===== src/rtl/mem_load_stage_pkg.sv =====
// rtl/mem_load_stage_pkg.sv - shared pipeline types for the memory/load stage
// Purpose: memory-op encoding, stage state enum and default widths shared
// by mem_load_stage and load_align.
// Ports: none (package).
package mem_load_stage_pkg;

  localparam int EXC_W_DEFAULT   = 7;
  localparam int XLEN_DEFAULT    = 32;
  localparam int MAX_OUT_DEFAULT = 2;

  // Access size field of es_mem_op; SIZE_D is only meaningful when XLEN=64.
  typedef enum logic [1:0] {
    SIZE_B = 2'b00,
    SIZE_H = 2'b01,
    SIZE_W = 2'b10,
    SIZE_D = 2'b11
  } mem_size_e;

  // es_mem_op = {sign, size}; sign=1 sign-extends the loaded lane.
  typedef struct packed {
    logic      sign;
    mem_size_e size;
  } mem_op_t;

  typedef enum logic [1:0] {
    MS_EMPTY = 2'd0,
    MS_WAIT  = 2'd1,
    MS_READY = 2'd2
  } ms_state_e;

endpackage


===== src/rtl/mem_load_stage_load_align.sv =====
// rtl/mem_load_stage_load_align.sv - load lane select and sign/zero extension
// Purpose: picks the byte/half/word/double lane addressed by addr_lo out of
// the bus word and extends it to XLEN.
// Ports:
//   op       access size and signedness
//   addr_lo  low address bits (size-aligned by the producer)
//   data     raw bus data
//   ext      aligned and extended result
module load_align
  import mem_load_stage_pkg::*;
#(
  parameter int XLEN = XLEN_DEFAULT
) (
  input  mem_op_t           op,
  input  logic [2:0]        addr_lo,
  input  logic [XLEN-1:0]   data,
  output logic [XLEN-1:0]   ext
);

  // On a 32-bit bus only two address bits select a byte lane.
  localparam logic [2:0] LANE_MASK = (XLEN == 64) ? 3'b111 : 3'b011;

  logic [2:0]      off;
  logic [XLEN-1:0] shifted;
  logic            fill;

  always_comb begin
    // Drop the address bits below the access size so the lane is aligned.
    case (op.size)
      SIZE_B:  off = addr_lo;
      SIZE_H:  off = {addr_lo[2:1], 1'b0};
      SIZE_W:  off = {addr_lo[2], 2'b00};
      default: off = 3'b000;
    endcase
    off     = off & LANE_MASK;
    shifted = data >> {off, 3'b000};

    ext  = shifted;
    fill = 1'b0;
    case (op.size)
      SIZE_B: begin
        fill = op.sign & shifted[7];
        for (int i = 8; i < XLEN; i++) ext[i] = fill;
      end
      SIZE_H: begin
        fill = op.sign & shifted[15];
        for (int i = 16; i < XLEN; i++) ext[i] = fill;
      end
      SIZE_W: begin
        fill = op.sign & shifted[31];
        for (int i = 32; i < XLEN; i++) ext[i] = fill;
      end
      default: ext = shifted;
    endcase
  end

endmodule


===== src/rtl/mem_load_stage.sv =====
// rtl/mem_load_stage.sv - memory/load pipeline stage between EX and WB
// Purpose: holds one instruction, waits for its data-bus response, aligns
// load data and hands the writeback bundle to WB. Responses that belong to
// flushed instructions are counted in discard_cnt and dropped on arrival.
// Ports:
//   clk, reset                            clock, async active-high reset
//   es_to_ms_valid / ms_allowin           EX -> MS handshake
//   es_pc, es_rf_we, es_rf_waddr,
//   es_result, es_res_from_mem,
//   es_mem_op, es_mem_req, es_except      EX instruction bundle
//   es_req_outstanding                    EX holds an unanswered bus request
//   data_ok / rdata                       data-bus response
//   except_flush                          pipeline flush
//   ws_allowin / ms_to_ws_valid           MS -> WB handshake
//   ms_rf_we / ms_rf_waddr / ms_rf_wdata  writeback bundle
//   ms_pc / ms_except / vaddr             registered PC, exceptions, address
module mem_load_stage
  import mem_load_stage_pkg::*;
#(
  parameter int XLEN    = XLEN_DEFAULT,
  parameter int EXC_W   = EXC_W_DEFAULT,
  parameter int MAX_OUT = MAX_OUT_DEFAULT
) (
  input  logic             clk,
  input  logic             reset,
  input  logic             es_to_ms_valid,
  output logic             ms_allowin,
  input  logic [31:0]      es_pc,
  input  logic             es_rf_we,
  input  logic [4:0]       es_rf_waddr,
  input  logic [XLEN-1:0]  es_result,
  input  logic             es_res_from_mem,
  input  logic [2:0]       es_mem_op,
  input  logic             es_mem_req,
  input  logic             es_req_outstanding,
  input  logic [EXC_W-1:0] es_except,
  input  logic             data_ok,
  input  logic [XLEN-1:0]  rdata,
  input  logic             except_flush,
  input  logic             ws_allowin,
  output logic             ms_to_ws_valid,
  output logic             ms_rf_we,
  output logic [4:0]       ms_rf_waddr,
  output logic [XLEN-1:0]  ms_rf_wdata,
  output logic [31:0]      ms_pc,
  output logic [EXC_W-1:0] ms_except,
  output logic [XLEN-1:0]  vaddr
);

  localparam int CNT_W = $clog2(MAX_OUT + 1);
  localparam int SUM_W = CNT_W + 2;
  localparam logic [SUM_W-1:0] MAX_SUM = SUM_W'(MAX_OUT);

  ms_state_e        state, state_nxt;
  logic [CNT_W-1:0] discard_cnt, discard_nxt;

  logic [31:0]      pc_q;
  logic [EXC_W-1:0] except_q;
  logic [XLEN-1:0]  res_q;
  logic [XLEN-1:0]  data_q;
  logic             rf_we_q;
  logic [4:0]       waddr_q;
  logic             from_mem_q;
  mem_op_t          op_q;

  logic             ms_ready_go;
  logic             accept;
  logic             es_needs_data;
  logic             dok_free;
  logic             dok_drop;
  logic             accept_bypass;
  logic             pend_lost;
  logic [SUM_W-1:0] disc_add;
  logic [SUM_W-1:0] disc_sum;
  logic             disc_ovf;
  logic [XLEN-1:0]  align_in;
  logic [XLEN-1:0]  align_out;

  // A response with no discards ahead of it belongs to the live instruction.
  assign dok_free      = data_ok & (discard_cnt == '0);
  assign dok_drop      = data_ok & (discard_cnt != '0);
  assign es_needs_data = es_mem_req & (es_except == '0);
  assign accept        = es_to_ms_valid & ms_allowin & ~except_flush;
  // Outside WAIT a free response can only answer the instruction entering now.
  assign accept_bypass = accept & es_needs_data & dok_free & (state != MS_WAIT);

  // ---------------------------------------------------------------- state
  always_ff @(posedge clk or posedge reset) begin
    if (reset) begin
      state <= MS_EMPTY;
    end else begin
      state <= state_nxt;
    end
  end

  always_comb begin
    state_nxt = state;
    if (except_flush) begin
      state_nxt = MS_EMPTY;
    end else if (accept) begin
      state_nxt = (es_needs_data & ~accept_bypass) ? MS_WAIT : MS_READY;
    end else if (ms_to_ws_valid & ws_allowin) begin
      state_nxt = MS_EMPTY;
    end else if ((state == MS_WAIT) & dok_free) begin
      state_nxt = MS_READY;
    end
  end

  always_comb begin
    ms_ready_go    = (state == MS_READY) | ((state == MS_WAIT) & dok_free);
    ms_allowin     = (state == MS_EMPTY) | (ms_ready_go & ws_allowin);
    ms_to_ws_valid = ((state == MS_READY) | (state == MS_WAIT)) & ms_ready_go;
    ms_rf_we       = (state != MS_EMPTY) & rf_we_q;
  end

  // ------------------------------------------------------- discard counter
  // A flushed WAIT whose response has not been consumed this cycle leaves
  // one response in flight; so does an outstanding EX request. A response
  // dropped this cycle is taken off in the same update.
  always_comb begin
    pend_lost   = (state == MS_WAIT) & ~dok_free;
    disc_add    = SUM_W'(pend_lost) + SUM_W'(es_req_outstanding);
    disc_sum    = SUM_W'(discard_cnt) + (except_flush ? disc_add : '0)
                  - SUM_W'(dok_drop);
    disc_ovf    = disc_sum > MAX_SUM;
    discard_nxt = disc_ovf ? CNT_W'(MAX_OUT) : disc_sum[CNT_W-1:0];
  end

  always_ff @(posedge clk or posedge reset) begin
    if (reset) begin
      discard_cnt <= '0;
    end else begin
      discard_cnt <= discard_nxt;
    end
  end

`ifndef SYNTHESIS
  always @(posedge clk) begin
    if (!reset) begin
      assert (!disc_ovf) else $error("mem_load_stage: discard_cnt overflow");
    end
  end
`endif

  // -------------------------------------------------------------- datapath
  always_ff @(posedge clk or posedge reset) begin
    if (reset) begin
      pc_q       <= '0;
      except_q   <= '0;
      res_q      <= '0;
      data_q     <= '0;
      rf_we_q    <= 1'b0;
      waddr_q    <= '0;
      from_mem_q <= 1'b0;
      op_q       <= '0;
    end else begin
      if (accept) begin
        pc_q       <= es_pc;
        except_q   <= es_except;
        res_q      <= es_result;
        rf_we_q    <= es_rf_we;
        waddr_q    <= es_rf_waddr;
        from_mem_q <= es_res_from_mem;
        op_q       <= mem_op_t'(es_mem_op);
      end
      // Raw response is kept so READY can re-run alignment on it.
      if (dok_free & ((state == MS_WAIT) | accept_bypass)) begin
        data_q <= rdata;
      end
    end
  end

  // In WAIT the only valid data is the live bus response (bypass).
  assign align_in = (state == MS_WAIT) ? rdata : data_q;

  load_align #(
    .XLEN (XLEN)
  ) u_load_align (
    .op      (op_q),
    .addr_lo (res_q[2:0]),
    .data    (align_in),
    .ext     (align_out)
  );

  assign ms_rf_wdata = from_mem_q ? align_out : res_q;
  assign ms_rf_waddr = waddr_q;
  assign ms_pc       = pc_q;
  assign ms_except   = except_q;
  assign vaddr       = res_q;

endmodule


===== config.mk =====
export PLATFORM = sky130hd
export DESIGN_NAME = mem_load_stage
export DESIGN_NICKNAME = d
export VERILOG_FILES = /design/src/rtl/mem_load_stage_pkg.sv /design/src/rtl/mem_load_stage_load_align.sv /design/src/rtl/mem_load_stage.sv
export SDC_FILE = /design/constraint.sdc
export NUM_CORES = 1
export LEC_CHECK = 0
export BUFFER_PORTS_ARGS = -buffer_cell sky130_fd_sc_hd__buf_4
export CAP_MARGIN = 20
export CORE_MARGIN = 1
export CORE_UTILIZATION = 49
export DETAILED_ROUTE_END_ITERATION = 10
export PLACE_DENSITY = 0.77
export REMOVE_ABC_BUFFERS = 1
export SETUP_SLACK_MARGIN = 0.3
export SYNTH_ARGS = -nofsm -noshare
export SYNTH_HDL_FRONTEND = slang
export SYNTH_SLANG_ARGS = --single-unit
export TNS_END_PERCENT = 1

===== constraint.sdc =====
create_clock -name clk -period 3.81 [get_ports clk]
set_clock_uncertainty 0.2 [all_clocks]
set_input_delay 0.1905 -clock clk [delete_from_list [all_inputs] [get_ports clk]]
set_output_delay 0.1905 -clock clk [all_outputs]
set_load 0.01 [all_outputs]

==> run_results.csv, run 1 <==
group,metric,value,unit
status,status,"finished, violations left",
status,violations,"DRC",
logic_synthesis,synth.area.mux_share,31.1,%
logic_synthesis,ys_types,49,
min_path,hp-class,"in2reg",
worst_setup_path,cp-start-kind,"flip-flop",
clocking,cts_tree,"done",
clocking,clkTransAtPathRegs,50,ps
placement,hpwl,11900,µm
logic_synthesis,synthTopCellsByArea,"dfrtp_1, mux2_2, mux2_1",
worst_setup_path,slowest_stage,"mux4_1",
clocking,cts_sinks,117,
layout,area_growth,61.6,%
die,rows,39,
worst_setup_path,worstPathRequired,3420,ps
drt,drc,9,
power,p_leak,0.00454,µW
timing,tightest_slew,750,ps
layout,utilization,82.5,%
worst_setup_path,worstPathMaxFanout,10,
drt,dr.first_iter.drc_count,318,
worst_setup_path,reg2regPathDepth,7,
die,die_h,112,µm
clocking,cts_buffers,17,
global_route,track_usage,33.1,%
logic_synthesis,synth_area_leader_cell,"dfrtp_1",
worst_setup_path,critPathCaptureType,"output pin",
logic_synthesis,synthFlopType,"dfrtp_1",
timing,rsz0062_at_grt,"false",
logic_synthesis,synth_compound_area_share,8.97,%
timing,period_minus_slack,3420,ps
worst_setup_path,max_stage_delay,600,ps
drt,routed_via_density,5.49,
logic_synthesis,ys_seq_area_share,49.4,%
timing,whs,131,ps
die,ios,232,
logic_synthesis,yosysMostFrequentCell,"mux2_2",
placement,post-place-ws,815,ps
timing,fmax,293,MHz
placement,gp_congestion,0.850,
placement,io_buffer_count,231,
timing,slew-limit-headroom,50.0,%
clocking,root_buffer,"clkbuf_16",
die,initial_core_util,51.1,%
die,die_w,112,µm
drt,wl_per_cell,20.4,µm
flow_run,maxCapViolCount,0,
clocking,cts_max_level,4,
clocking,clk_latency,410,ps
power,power-per-cell-area,498,nW/µm²
timing,drv_slew,0,
logic_synthesis,synth_xor_area_share,0,%
worst_setup_path,crit_path_cell_trace,"inv_1 -> ha_2 -> mux4_1 -> and4_4 -> a211oi_4 -> a21oi_1 -> buf_4",
worst_setup_path,cp-endpoint,"ms_rf_wdata[10]",
die,coreArea,11600,µm²
worst_setup_path,worstSetupPathType,"reg2out",
worst_setup_path,cp.arrival,3030,ps
worst_setup_path,crit_family,"compound AO/OA/AOI/OAI gates",
worst_setup_path,crit_cells,7,
drt,vias,5357,
logic_synthesis,synth-seq-cells,117,
logic_synthesis,netlist_instances,463,
timing,finalSetupViolations,0,
layout,drive_gt1_share,50.8,%
logic_synthesis,syn-cell-area,5930,µm²
clocking,clock_path_buffers,2,
global_route,grt_antenna_before_repair,3,
logic_synthesis,ys_warn_count,0,
logic_synthesis,synth_common_cells,"mux2_2, dfrtp_1, mux2_1",
drt,ant_nets,0,
logic_synthesis,synth_top_family_by_area,"multiplexers",
worst_setup_path,worstSetupStartpoint,"state[1]",
worst_setup_path,r2r_start,"state[1]",
global_route,grt_first_pass_wirelength,31400,µm
worst_setup_path,reg2reg_to,"ms_except[1]",
global_route,first_global_vias,5952,
die,die_area,12500,µm²
min_path,holdPathStages,4,
logic_synthesis,async_reset_ff_share,100,%
logic_synthesis,syn_avg_cell_area,12.8,µm²
logic_synthesis,synth_enable_flop_cells,0,
timing,fin_crit_sh,89.7,%
logic_synthesis,yosysTopAreaCellShare,49.4,%
worst_setup_path,rrSetupSlack,750,ps
logic_synthesis,yosys.area_share.adder,2.03,%
layout,layout.nets,946,
timing,finalWorstSetupSlack,393,ps
worst_setup_path,crit_buf_inv,2,
logic_synthesis,synth-simple-area-share,4.79,%
clocking,post_cts_buffers,0,
drt,dr.pass1.iters,8,
global_route,overflow,0,
drt,routed_wl,19800,µm
timing,finalHoldViolCount,0,
global_route,grt_max_degree,53,
power,ir_drop,370,µV
==> logic make-up (layout without fill, tap and decap cells) <==
logic type	after synthesis	after routing
other cells	0	3
buf+inv	41	407
fa+ha+maj	9	9
mux	161	161
flops	117	117
simple gates	58	58
compound gates	77	77
==> power by group <==
| group | switching, µW | total, µW | internal (µW) |
|---|---|---|---|
| combinational | 731 | 1550 | 818 |
| sequential | 167 | 1620 | 1460 |
| clock | 584 | 1600 | 1020 |
==> worst min-delay path by stage <==
stage / startpoint / slack, ps / to
2_1_floorplan: except_flush / 90 / state[0]
3_5_place_dp: reset / 110 / ms_pc[26]
3_3_place_gp: reset / 90 / ms_pc[23]
5_1_grt: ws_allowin / 150 / state[1]
6_report: ws_allowin / 130 / state[1]
4_1_cts: ws_allowin / 120 / state[1]
==> final cells by class <==
| class | instances | area (µm²) |
|---|---|---|
| timing repair buffer | 361 | 3010 |
| clock buffer | 22 | 474 |
| sequential | 117 | 2930 |
| multi-input combinational | 305 | 2800 |
| inverter | 14 | 55.1 |
| fill | 622 | 2030 |
| antenna | 3 | 7.51 |
| tap | 143 | 179 |
| clock inverter | 10 | 124 |
==> state kept, by name (all words and copies together) (netlist names) <==
| signal | cells |
|---|---|
| discard_cnt | 2 |
| ms_rf_waddr | 5 |
| ms_except | 7 |
| vaddr | 32 |
| data_q | 32 |
| from_mem_q | 1 |
| rf_we_q | 1 |
| ms_pc | 32 |
| op_q | 3 |
| state | 2 |
==> stage by stage <==
| stage | setup TNS, ps | cells | power (µW) | instance area (µm²) |
|---|---|---|---|---|
| CTS | 0 | 972 | 4730 | 9580 |
| floorplan | -61400 | 436 | 2270 | 5760 |
| finish | 0 | 975 | 4770 | 9580 |
| global route | 0 | 975 | 4970 | 9580 |
| global placement | 0 | 824 | 2990 | 7820 |
| detailed placement | 0 | 824 | 3030 | 7820 |
==> layout by cell type (no fill, tap or decap), types with 2 or more instances in the layout <==
master and count:
clkbuf_8 3, and3_1 3, a21o_1 2, mux2_2 124, diode_2 3, clkbuf_1 2, o211ai_1 2, nand2b_1 2
o21ai_0 17, ha_1 7, clkinvlp_4 5, bufinv_16 2, buf_4 244, nand2_1 19, mux2_1 20, o22ai_1 2
clkinv_4 3, nor2b_1 4, clkbuf_16 17, a21oi_1 17, mux2i_1 13, dlygate4sd3_1 116, dfrtp_1 117, inv_1 12
nand3_1 2, o21ai_2 10, nor2_1 18, a22oi_1 14, mux4_2 2, o21a_1 2
==> per-layer routing <==
| metal | wire length [µm] | global-route usage [%] |
|---|---|---|
| met2 | 10700 | 59.1 |
| met4 | 695 | 18.0 |
| met3 | 1090 | 7.02 |
| met5 | 0 | 0 |
| met1 | 7380 | 37.0 |
==> repair_timing <==
item / CTS / global route
hold endpoints to repair: 158 / 0
setup endpoints to repair: 0 / 4
hold buffers: 116 / 0
resized for setup: 0 / 0
==> tightest hold or removal path: stages <==
cell and delay (ps):
buf_4 130, a21oi_1 120, a21o_1 120, a22o_1 140
Power figures use the tool's default switching activity.
==> run 2: changes to the inputs <==
--- a/config.mk
+++ b/config.mk
@@ -18,2 +18 @@
 export SYNTH_SLANG_ARGS = --single-unit
-export TNS_END_PERCENT = 1
--- a/constraint.sdc
+++ b/constraint.sdc
@@ -4,2 +4,2 @@
 set_output_delay 0.1905 -clock clk [all_outputs]
-set_load 0.01 [all_outputs]
+set_load 0.05 [all_outputs]
==> run 2 against run 1 <==
  * The run still ends with DRC left
  * Sequential share of layout area barely moved
  * Global-route usage decreased by 2.3 points
  * Utilization about the same
  * Worst setup slack better by 29 ps
  * Total power up 19%
  * Clock power is essentially flat
  * Combinational power rose by 57%
  * Critical path depth is the same
  * Sequential cell count unchanged
  * Die area stayed put
  * Critical path type unchanged
  * Critical endpoint unchanged
  * Largest power group is now combinational cells
==> run_results.csv, run 2 (synthesis results as in run 1) <==
group,metric,value,unit
worst_setup_path,reg2regPathDepth,13,
layout,fillers,620,
global_route,use_met1,36.0,%
timing,whs,135,ps
timing,fmax,295,MHz
clocking,cts_max_level,4,
worst_setup_path,critPathCaptureType,"output pin",
clocking,cts_buffers,17,
global_route,overflow,0,
drt,dr.first_iter.drc_count,250,
drt,wl_per_cell,19.4,µm
layout,drive_gt1_share,50.9,%
die,initial_core_util,51.1,%
die,die_h,112,µm
timing,finalSetupViolations,0,
worst_setup_path,crit_buf_inv,2,
global_route,grt_util_met2,54.1,%
timing,finalWorstSetupSlack,422,ps
worst_setup_path,cp.arrival,3000,ps
worst_setup_path,worstSetupPathType,"reg2out",
placement,io_buffer_count,231,
global_route,track_usage,30.8,%
min_path,worstHoldEndpoint,"state[1]",
clocking,clock_path_buffers,2,
timing,drv_slew,0,
layout,layout.nets,946,
timing,rsz0062_at_grt,"false",
power,power-per-cell-area,592,nW/µm²
clocking,cts_tree,"done",
global_route,grt_max_degree,66,
placement,dp_cells,824,
global_route,grt_first_pass_wirelength,30000,µm
status,status,"finished, violations left",
drt,routed_wl,18900,µm
timing,slew-limit-headroom,46.7,%
layout,antenna_cells,0,
worst_setup_path,crit_family,"compound AO/OA/AOI/OAI gates",
flow_run,maxCapViolCount,0,
worst_setup_path,rrSetupSlack,840,ps
timing,period_minus_slack,3390,ps
timing,finalHoldViolCount,0,
drt,dr.pass1.iters,7,
timing,fin_crit_sh,88.9,%
timing,setup_tns,0,ps
clocking,post_cts_buffers,0,
min_path,holdPathStages,4,
placement,post-place-ws,811,ps
drt,routed_via_density,5.47,
clocking,clkTransAtPathRegs,50,ps
power,ir_drop,524,µV
placement,hpwl,11800,µm
status,violations,"DRC",
global_route,grt_antenna_before_repair,0,
clocking,cts_sinks,117,
power,p_leak,0.00456,µW
worst_setup_path,worstPathRequired,3420,ps
worst_setup_path,cp-start-kind,"flip-flop",
global_route,grt_busiest_layer,"met2",
die,coreArea,11600,µm²
min_path,hp-class,"in2reg",
min_path,min_from,"es_to_ms_valid",
die,die_w,112,µm
drt,drc,9,
timing,tightest_slew,800,ps
global_route,first_global_vias,5887,
drt,ant_nets,0,
layout,utilization,82.6,%
worst_setup_path,slowest_stage,"mux4_1",
worst_setup_path,reg2reg_to,"discard_cnt[0]",
placement,gp_congestion,0.846,
die,die_area,12500,µm²
layout,area_growth,61.7,%
die,rows,39,
clocking,clk_latency,410,ps
drt,vias,5315,
layout,final_cell_mix,"buf_4, mux2_2, dfrtp_1",
worst_setup_path,max_stage_delay,590,ps
worst_setup_path,crit_path_cell_trace,"inv_1 -> ha_2 -> mux4_1 -> and4_4 -> a211oi_4 -> a21oi_1 -> buf_4",
worst_setup_path,r2r_start,"state[1]",
layout,final_common_cell,"buf_4",
die,ios,232,
layout,stdcell_count,972,
global_route,grtUsageMet3,7.89,%
worst_setup_path,worstPathMaxFanout,12,
clocking,root_buffer,"clkbuf_16",
[run 2: worst max-delay path by stage]
stage | start | to | slack [ps] | cells after the start
final | state[1] | ms_rf_wdata[10] | 420 | 7
after global routing | state[1] | ms_rf_wdata[12] | 310 | 7
after CTS | state[1] | ms_rf_wdata[10] | 380 | 7
after detailed placement | state[1] | discard_cnt[0] | 810 | 13
after global placement | state[1] | ms_rf_wdata[15] | 870 | 7
after floorplan | state[1] | ms_rf_wdata[16] | -830 | 6
[run 2: tightest hold or removal path, cell delays in order]
cell,delay (ps)
buf_4,90
o21a_1,140
nor3_1,50
a22o_1,230
[run 2: routing by layer]
metal  wire, µm  share of wire [%]  up-vias
li1           -                  -     2402
met1       7460                 40     2660
met2       9790                 52      211
met3       1110                5.9       42
met4        494                2.6        0
met5          0                  0        -
[run 2: timing repair]
action | in CTS | in global routing
hold endpoints to repair | 177 | 0
hold buffers | 116 | 0
endpoints found under the setup margin | 0 | 11
resized for setup | 0 | 1
[run 2: area by class of cell]
class,count,area (µm²),area share [%]
multi-input combinational,305,2820,29.4
timing repair buffer,361,3010,31.4
clock buffer,19,443,4.62
inverter,14,55.1,0.574
sequential,117,2930,30.5
tap,143,179,1.87
clock inverter,13,155,1.62
[run 2: metrics by stage]
step | total power (µW) | instance area [µm²]
6_report | 5670 | 9590
3_5_place_dp | 3920 | 7820
3_3_place_gp | 3880 | 7820
2_1_floorplan | 3140 | 5760
5_1_grt | 5870 | 9590
4_1_cts | 5650 | 9580
[run 2: where the power goes]
part           internal, µW  switching [µW]  total [µW]  leakage (µW)
sequential             1460             166        1620       0.00145
combinational           840            1590        2430       0.00282
clock                  1040             579        1620      0.000289
==> run 3: changes to the inputs <==
- CTS_CLUSTER_DIAMETER: default -> 120
- CTS_CLUSTER_SIZE: default -> 8
- RECOVER_POWER: default -> 100
==> run 3 against run 2 <==
  * The run ends with DRC, capacitance limit, slew limit left
  * Via count fell by 0.38%
  * First-iteration DRC count rose by 8.4%
  * Highest routed layer unchanged
  * Sequential power barely moved
  * Sequential share of layout area increased by 1.3 points
==> run_results.csv, run 3 (synthesis results as in run 1) <==
group,metric,value,unit
worst_setup_path,cp-endpoint,"ms_rf_wdata[9]",
worst_setup_path,reg2regPathDepth,6,
clocking,clkTransAtPathRegs,50,ps
clocking,cts_max_level,4,
placement,hpwl,11800,µm
global_route,overflow,0,
worst_setup_path,worstPathMaxFanout,12,
drt,routed_wl,18700,µm
timing,drv_slew,66,
drt,dr.pass1.iters,7,
die,ios,232,
clocking,root_buffer,"clkbuf_16",
worst_setup_path,reg2reg_to,"ms_pc[8]",
power,power-per-cell-area,593,nW/µm²
placement,gp_congestion,0.846,
clocking,cts_sinks,117,
status,violations,"DRC, capacitance limit, slew limit",
clocking,post_cts_buffers,0,
status,status,"finished, violations left",
layout,utilization,79.1,%
power,ir_drop,517,µV
drt,dr.first_iter.drc_count,271,
worst_setup_path,worstPathRequired,3420,ps
clocking,clk_latency,410,ps
timing,rsz0062_at_grt,"false",
die,die_h,112,µm
layout,fillers,742,
layout,drive_gt1_share,39.3,%
flow_run,maxCapViolCount,1,
timing,finalHoldViolCount,0,
die,die_w,112,µm
timing,slew-limit-headroom,-60.8,%
layout,antenna_cells,0,
global_route,grt_max_degree,66,
worst_setup_path,worstSetupStartpoint,"state[1]",
clocking,cts_tree,"done",
drt,wl_per_cell,19.3,µm
die,coreArea,11600,µm²
layout,layout.nets,946,
placement,io_buffer_count,231,
worst_setup_path,worstSetupPathType,"reg2out",
power,p_leak,0.00422,µW
drt,vias,5295,
worst_setup_path,r2r_start,"state[1]",
global_route,first_global_vias,5887,
worst_setup_path,rrSetupSlack,470,ps
min_path,hp-class,"in2reg",
die,initial_core_util,51.1,%
global_route,grt_antenna_before_repair,0,
worst_setup_path,critPathCaptureType,"output pin",
timing,fmax,287,MHz
drt,ant_nets,0,
global_route,grt_first_pass_wirelength,30000,µm
layout,final_cell_mix,"buf_4, mux2_2, dfrtp_1",
drt,routed_via_density,5.45,
die,die_area,12500,µm²
clocking,cts_buffers,17,
global_route,track_usage,30.8,%
die,rows,39,
worst_setup_path,cp-start-kind,"flip-flop",
layout,area_growth,54.9,%
timing,finalSetupViolations,0,
worst_setup_path,cp.arrival,3090,ps
timing,tightest_slew,2410,ps
drt,drc,9,
clocking,clock_path_buffers,2,
timing,whs,137,ps
timing,fin_crit_sh,91.3,%
layout,final_common_cell,"buf_4",
timing,period_minus_slack,3480,ps
[run 3: cell types whose count changed in the layout (fill, tap and decap cells not counted), sizes merged]
cell | before | now
buf | 245 | 133
clkbuf | 19 | 131
[run 3: per-stage QoR]
step | area [µm²] | power, µW | std cells | TNS [ps] | setup slack [ps]
5_1_grt | 9190 | 5640 | 972 | 0 | 157
3_3_place_gp | 7820 | 3880 | 824 | 0 | 869
3_5_place_dp | 7820 | 3920 | 824 | 0 | 811
6_report | 9190 | 5440 | 972 | 0 | 331
4_1_cts | 9580 | 5650 | 972 | 0 | 380
2_1_floorplan | 5760 | 3140 | 436 | -67910 | -830
[run 3: layer usage]
| layer | vias up | global-route usage, % | routed length [µm] |
|---|---|---|---|
| met3 | 37 | 7.89 | 1080 |
| met1 | 2649 | 36.0 | 7350 |
| met4 | 0 | 12.4 | 452 |
| met5 | - | 0 | 0 |
| li1 | 2395 | - | - |
| met2 | 214 | 54.1 | 9840 |
[run 3: final cells by class]
class / instances / area [µm²] / share of cell area (%)
Timing Repair Buffer: 361 / 2620 / 28.5
Tap cell: 143 / 179 / 1.95
Clock inverter: 13 / 155 / 1.69
Sequential cell: 117 / 2930 / 31.9
Clock buffer: 19 / 443 / 4.82
Multi-Input combinational cell: 305 / 2820 / 30.6
Inverter: 14 / 52.6 / 0.572
[run 3: how the worst min path moves through the flow]
stage | startpoint | endpoint | depth (start not counted)
after floorplan | except_flush | state[0] | 1
after global placement | reset | ms_pc[26] | 2
after detailed placement | es_result[1] | vaddr[1] | 3
after CTS | es_to_ms_valid | state[1] | 4
after global routing | es_to_ms_valid | state[1] | 4
final | es_to_ms_valid | state[1] | 4
[run 3: power by group]
group / leakage, µW / internal, µW / switching (µW)
Combinational: 0.00248 / 621 / 1590
Sequential: 0.00145 / 1460 / 160
Clock: 0.000289 / 1040 / 575
[run 3: worst max-delay path, cell delays in order, from the launching register on]
cell and delay (ps):
dfrtp_1 400, inv_1 90, ha_2 390, mux4_1 600
and4_4 220, a211oi_4 520, a21oi_1 180, clkbuf_2 280
[run 3: repair_timing]
item | CTS | global route
hold endpoints to repair | 177 | 0
gates resized for setup | 0 | 1
hold buffers | 116 | 0
endpoints found under the setup margin | 0 | 11
